$ cat src/rtl/seg7_scan_driver.sv
// Multiplexed 7-segment scan driver. Outputs are registered and trail the scan index by one clk.
// There is no backpressure. en=0 freezes the scan and turns every segment and anode off.
module seg7_scan_driver #(
    parameter int NUM_DIGITS  = 4,
    parameter int REFRESH_DIV = 50000,
    parameter int HEX_MODE    = 0,
    parameter int ACTIVE_LOW  = 1
) (
    input  logic                    clk,
    input  logic                    rst_n,
    input  logic                    en,
    input  logic [4*NUM_DIGITS-1:0] digits,
    input  logic [NUM_DIGITS-1:0]   dp_mask,
    input  logic                    blank_lz,
    output logic [7:0]              segments_out,
    output logic [NUM_DIGITS-1:0]   anode_out,
    output logic                    frame_tick
);

    localparam int IDX_W = (NUM_DIGITS > 1) ? $clog2(NUM_DIGITS) : 1;
    localparam int PRE_W = (REFRESH_DIV > 1) ? $clog2(REFRESH_DIV) : 1;
    localparam logic [PRE_W-1:0] PRE_LAST = PRE_W'(REFRESH_DIV - 1);
    localparam logic [IDX_W-1:0] IDX_LAST = IDX_W'(NUM_DIGITS - 1);
    localparam logic [7:0] SEG_OFF = (ACTIVE_LOW != 0) ? 8'hFF : 8'h00;
    localparam logic [NUM_DIGITS-1:0] AN_OFF = (ACTIVE_LOW != 0) ? '1 : '0;

    logic [PRE_W-1:0]        presc_q, presc_d;
    logic [IDX_W-1:0]        idx_q, idx_d;
    logic [4*NUM_DIGITS-1:0] snap_digits_q, snap_digits_d;
    logic [NUM_DIGITS-1:0]   snap_dp_q, snap_dp_d;
    logic                    snap_blz_q, snap_blz_d;
    logic                    load_pend_q, load_pend_d;
    logic                    frame_tick_q, frame_tick_d;
    logic [7:0]              seg_q, seg_d;
    logic [NUM_DIGITS-1:0]   an_q, an_d;

    logic                    advance;
    logic                    load;
    logic [4*NUM_DIGITS-1:0] disp_digits;
    logic [NUM_DIGITS-1:0]   disp_dp;
    logic                    disp_blz;
    logic [3:0]              cur_code;
    logic                    lz_blank;
    logic [7:0]              seg_act;
    logic [NUM_DIGITS-1:0]   an_act;

    function automatic logic [7:0] glyph(input logic [3:0] code);
        logic [7:0] g;
        case (code)
            4'h0:    g = 8'hFC;
            4'h1:    g = 8'h60;
            4'h2:    g = 8'hDA;
            4'h3:    g = 8'hF2;
            4'h4:    g = 8'h66;
            4'h5:    g = 8'hB6;
            4'h6:    g = 8'hBE;
            4'h7:    g = 8'hE0;
            4'h8:    g = 8'hFE;
            4'h9:    g = 8'hF6;
            4'hA:    g = (HEX_MODE != 0) ? 8'hEE : 8'h00;
            4'hB:    g = (HEX_MODE != 0) ? 8'h3E : 8'h00;
            4'hC:    g = (HEX_MODE != 0) ? 8'h9C : 8'h00;
            4'hD:    g = (HEX_MODE != 0) ? 8'h7A : 8'h00;
            4'hE:    g = (HEX_MODE != 0) ? 8'h9E : 8'h00;
            default: g = (HEX_MODE != 0) ? 8'h8E : 8'h00;
        endcase
        return g;
    endfunction

    always_comb begin
        presc_d       = presc_q;
        idx_d         = idx_q;
        snap_digits_d = snap_digits_q;
        snap_dp_d     = snap_dp_q;
        snap_blz_d    = snap_blz_q;
        load_pend_d   = load_pend_q;
        frame_tick_d  = 1'b0;
        seg_d         = SEG_OFF;
        an_d          = AN_OFF;

        advance = (presc_q == PRE_LAST);
        load    = load_pend_q | (advance & (idx_q == IDX_LAST));

        // The first slot after reset belongs to the frame being captured on this same edge.
        disp_digits = load_pend_q ? digits   : snap_digits_q;
        disp_dp     = load_pend_q ? dp_mask  : snap_dp_q;
        disp_blz    = load_pend_q ? blank_lz : snap_blz_q;

        cur_code = disp_digits[{idx_q, 2'b00} +: 4];
        lz_blank = disp_blz && (idx_q != '0) && ((disp_digits >> {idx_q, 2'b00}) == '0);
        seg_act  = lz_blank ? 8'h00 : glyph(cur_code);
        seg_act[0] = disp_dp[idx_q];
        an_act   = '0;
        an_act[idx_q] = 1'b1;

        if (en) begin
            presc_d = advance ? '0 : presc_q + PRE_W'(1);
            if (advance) begin
                idx_d = (idx_q == IDX_LAST) ? '0 : idx_q + IDX_W'(1);
            end
            if (load) begin
                snap_digits_d = digits;
                snap_dp_d     = dp_mask;
                snap_blz_d    = blank_lz;
                load_pend_d   = 1'b0;
                frame_tick_d  = 1'b1;
            end
            seg_d = (ACTIVE_LOW != 0) ? ~seg_act : seg_act;
            an_d  = (ACTIVE_LOW != 0) ? ~an_act  : an_act;
        end
    end

    always_ff @(posedge clk) begin
        if (!rst_n) begin
            presc_q       <= '0;
            idx_q         <= '0;
            snap_digits_q <= '0;
            snap_dp_q     <= '0;
            snap_blz_q    <= 1'b0;
            load_pend_q   <= 1'b1;
            frame_tick_q  <= 1'b0;
            seg_q         <= SEG_OFF;
            an_q          <= AN_OFF;
        end else begin
            presc_q       <= presc_d;
            idx_q         <= idx_d;
            snap_digits_q <= snap_digits_d;
            snap_dp_q     <= snap_dp_d;
            snap_blz_q    <= snap_blz_d;
            load_pend_q   <= load_pend_d;
            frame_tick_q  <= frame_tick_d;
            seg_q         <= seg_d;
            an_q          <= an_d;
        end
    end

    assign segments_out = seg_q;
    assign anode_out    = an_q;
    assign frame_tick   = frame_tick_q;

endmodule

$ cat config.mk
export PLATFORM = sky130hd
export DESIGN_NAME = seg7_scan_driver
export DESIGN_NICKNAME = d
export VERILOG_FILES = /design/src/rtl/seg7_scan_driver.sv
export SDC_FILE = /design/constraint.sdc
export NUM_CORES = 1
export LEC_CHECK = 0
export BUFFER_PORTS_ARGS = -buffer_cell sky130_fd_sc_hd__clkbuf_2
export CORE_AREA = 2 2 72 74
export CTS_CLUSTER_SIZE = 40
export DETAILED_ROUTE_END_ITERATION = 12
export DIE_AREA = 0 0 74 76
export PLACE_DENSITY = 0.77
export SYNTH_ARGS = -nofsm -noshare
export SYNTH_HDL_FRONTEND = slang
export SYNTH_SLANG_ARGS = --single-unit
$ cat constraint.sdc
create_clock -name clk -period 3.9 [get_ports clk]
set_input_delay 0.39 -clock clk [delete_from_list [all_inputs] [get_ports clk]]
set_output_delay 0.39 -clock clk [all_outputs]
set_load 0.05 [all_outputs]
After elaboration in Yosys (flattened, before gate mapping). Memories as Yosys holds them, arrays and structs flattened. Cells that the tools add are included.

Flip-flop bits (word level): 53. Memories kept: 1. ROM bits: 112. Word-level logic and storage cells: 41. Input bits: 24. Output and inout bits: 13.

Equal/unequal tests: 2. $add $sub $neg: 2. Reduce and logical (&&, ||, !) cells: 8. Muxes and demuxes: 11. Bitwise operators: 4. Shift operators: 2. $lt $le $gt $ge: 2.

Memory list: (name not given) (words 16, bits a word 7, rd ports 1, clocked after memory_dff 0, write ports 0, line 49) `case (code)`.

Operator list (number): $mux W16 (2); $add A16 B1 Y16 const B (1); $eq A16 B16 Y1 const B (1); $logic_not A16 Y1 (1); $shiftx A16 B5 Y4 (1); $shr A16 B4 Y16 (1); $mux W8 (1); $not A8 Y8 (1); $reduce_and A2 Y1 (3); $mux W1 (4); $mux W4 (1); $not A4 Y4 (1); $logic_and A1 B1 Y1 (3); $lt A2 B3 Y1 const B (1); $add A2 B1 Y2 const B (1); $bmux W1 S2 (1); $demux W1 S2 (1); $eq A2 B2 Y1 const B (1); $ge A2 B1 Y1 const B (1); $mux W2 (1); $reduce_bool A2 Y1 (1); $and A1 B1 Y1 (1); $or A1 B1 Y1 (1).

Longest topological paths before layout.
Word-level depth: 6. Mapped depth: 9.

Least setup slack after synthesis. OpenSTA, ideal clock, no wires.

Path kind: reg-to-reg. Start point: reg idx_q[0]. End point: reg seg_q[1], in the netlist segments_out[1]. Arrival time: 2.485 ns. Setup slack: 1.352 ns. Stages on the path, launching flop included: 9. Path buffers: 1. Required time: 3.837 ns. Cells stage by stage: dfxtp_1 buf_6 mux4_2 mux2i_1 ha_1 nor4bb_1 nand3_1 a221o_1 nand3_1.

Word-level cells in the longest chain between the ends: 5. Elaborated cells on any way between the ends: 9.

Ends and longest elaborated chain: start: declaration (line 28) `logic [IDX_W-1:0] idx_q, idx_d;`; start signal: assignment (line 126) `idx_q <= idx_d;`; parallel branches: the longest is 3 deep, another holds $mem_v2 Z16 W7; $mux W8 (*) (line 91) `seg_act = lz_blank ? 8'h00 : glyph(cur_code);`; $not A8 Y8 (*) (line 108) `seg_d = (ACTIVE_LOW != 0) ? ~seg_act : seg_act;`; end signal: assignment (line 132) `seg_q <= seg_d;`; end: declaration (line 34) `logic [7:0] seg_q, seg_d;`.

Every way passes the cells marked *. A chain may end at the register's enable or synchronous reset.

Final worst setup path.
Start point: reg load_pend_q. End point: reg seg_q[3], in the netlist segments_out[3].

Word-level cells in the longest chain between the ends: 6. Elaborated cells on any way between the ends: 10.

Ends and longest elaborated chain: start: declaration (line 32) `logic load_pend_q, load_pend_d;`; start signal: assignment (line 130) `load_pend_q <= load_pend_d;`; parallel branches: the longest is 4 deep, another holds $mem_v2 Z16 W7; $mux W8 (*) (line 91); $not A8 Y8 (*) (line 108).

Marked as above.

==> metrics <==
worst path bufs/invs 1; sequential share of the synthesized area a little under two fifths; CTS tree done; setup_tns 0 ps; Startpoint Class flip-flop; number of gates resized after CTS 0; Initial Util a little under three fifths; count leader, synth dfxtp_1; vias in the first global route approximately 2,200; # rows 26; Crit Path Max Fanout 15; syn_nets approximately 330; area leader, netlist dfxtp_1; Die Wd between 70 and 80 um; Crit path largest cell delay about 530 ps; top post-synthesis cells by area dfxtp_1 38%, mux4_2 8.1%, nand3_1 6.7%; count of pins over their slew limit 0; share of cells above drive strength 1 roughly a fifth; peak supply drop slightly below 0.2 mV; Antenna Nets Post-Route 0; EDFF count, synth 0; Die Y 76 um; Post-Syn Instances around 300; Max Freq ~330 MHz; Synth warnings 0; Setup-failing EPs final 0; CTS Root Cell clkbuf_8; Final min period roughly 3000 ps; Die ar. between 5000 and 6000 um^2; worst setup margin ~830 ps; RSZ-0062 raised after global routing no; flop and latch count out of synthesis 53; Mapped Avg Cell Area about 9.3 um^2; Async SR Flop Fraction 0%; first-pass GRT wire length 10,540 um; critical path, cell by cell buf_4 > mux4_2 > mux2i_1 > ha_1 > nor4bb_1 > nand3_1 > a221o_1 > nand3_1; Final nets 360; Layout area overhead 10.20%; Netlist cell types 46; GP Congestion 0.8920; Worst Path Arrival ~3300 ps; Synth top cells by count 53 x dfxtp_1, 37 x nand3_1, 23 x a21oi_1, 23 x o21ai_0, 21 x nor2_1; maximum number of pins on one net before global-route repair 30; Inserted Clock Buffers 5; final hold violation count 0; Top delay family on crit path multiplexers; via count about 2,300; Final Skew 7.363 ps; GRT Total Usage about a quarter; slowest cell on the critical path dfxtp_1; grt total ovfl 0; antenna violations before repair 0; WL/cell roughly 15 um; PD cells approximately 390 nW/um^2; Crit Path Class flip-flop to flip-flop; CP endpoint kind flip-flop; Hold Crit Class primary input to flip-flop; diode count 0; Req. time, crit path roughly 4100 ps; top-area cell type share of the netlist area 38.11%; cell mode on critical path nand3_1; drt first pass iters 4; worst-margin pin slew 867.8 ps; H-tree depth 2; final WL about 6100 um; port bufs 36; Core Footprint between 4000 and 5000 um^2; Rel. slew slack a little over two fifths; I/O pin count 37; worst-case clock buffer depth 2; setup bufs post-CTS 0; DR vias/cell just under 6; DPL Wire Length 4294 um; clk sinks between 50 and 60; Max-Cap Viols 0; Synth Flop Type dfxtp_1; WHS approximately 330 ps; CTS Hold Bufs 0; Skew-Pair Late Insertion Delay a little over 300 ps; Leak around 1.2 nW; drt drc 0; outcome finished clean; Post-Syn Area 2784 um^2; Final period util 78.70%; starting DRC count in detailed routing 200; Clk pin slew, worst setup/hold paths roughly 100 ps; dpl ws roughly 900 ps
worst register-to-register path: stages, from the launching register on:
cell and delay (ps):
dfxtp_1 530, buf_4 300, mux4_2 520, mux2i_1 360, ha_1 290, nor4bb_1 300
nand3_1 100, a221o_1 440, nand3_1 150
final timing paths:
check               startpoint               to  slack, ps  cells after the start
setup reg to reg   load_pend_q  segments_out[3]        830                      8
hold / removal      dp_mask[2]     snap_dp_q[2]        330                      3
hold reg to reg   snap_dp_q[1]     snap_dp_q[1]        490                      2
setup / recovery   load_pend_q  segments_out[3]        830                      8
power by group:
group	switching (W)	internal [W]	total (W)	leakage, nW
logic	0.000103	0.0000646	0.000168	0.664
registers	0.0000145	0.000562	0.000577	0.433
clock network	0.000184	0.000255	0.000438	0.0681
total	0.000301	0.000882	0.00118	1.16
per-stage QoR:
step	cell area (um^2)	instances	util, %	power, W
after floorplan	2784	299	-	0.0007173
after global placement	2934	389	59.73	0.0007525
after detailed placement	2934	389	59.73	0.0007546
after CTS	3068	397	62.46	0.001188
after global routing	3068	397	62.46	0.001227
final	3068	397	62.46	0.001183
metal layers:
layer | track usage [%] | wire (um) | vias up
li1 | - | - | 1135
met1 | 33.81 | 2786 | 1090
met2 | 35.00 | 2844 | 68
met3 | 4.762 | 352 | 11
met4 | 7.818 | 123 | 0
met5 | 0 | 0 | -
registers in the layout, summed over array words and instances (netlist names):
name           flops
frame_tick         1
snap_dp_q          4
anode_out          4
idx_q              2
snap_digits_q     16
snap_blz_q         1
presc_q           16
load_pend_q        1
segments_out       8
cell usage in the layout, fill, tap and decap left out, types with 10 or more instances in the layout:
master,instances
o21ai_0,23
ha_1,10
dfxtp_1,53
nor2_1,21
mux4_2,10
nand3_1,37
nand2_1,18
a21oi_1,23
clkbuf_2,36
cell families (layout without fill, tap and decap cells):
family | after synthesis | count (layout) | synth area share, %
simple gates | 109 | 109 | 20.63
mux | 24 | 24 | 13.75
flops | 53 | 53 | 38.11
xor+xnor | 15 | 15 | 4.719
fa+ha+maj | 10 | 10 | 4.494
buf+inv | 28 | 56 | 6.112
compound gates | 60 | 60 | 12.18
area by class of cell:
class / instances / area (um^2)
Sequential cell: 53 / 1061
Fill cell: 436 / 1844
Multi-Input combinational cell: 218 / 1553
Clock inverter: 3 / 65.06
Inverter: 10 / 37.54
Timing Repair Buffer: 38 / 195.2
Clock buffer: 5 / 68.82
Tap cell: 70 / 87.58
Power figures use the tool's default switching activity.
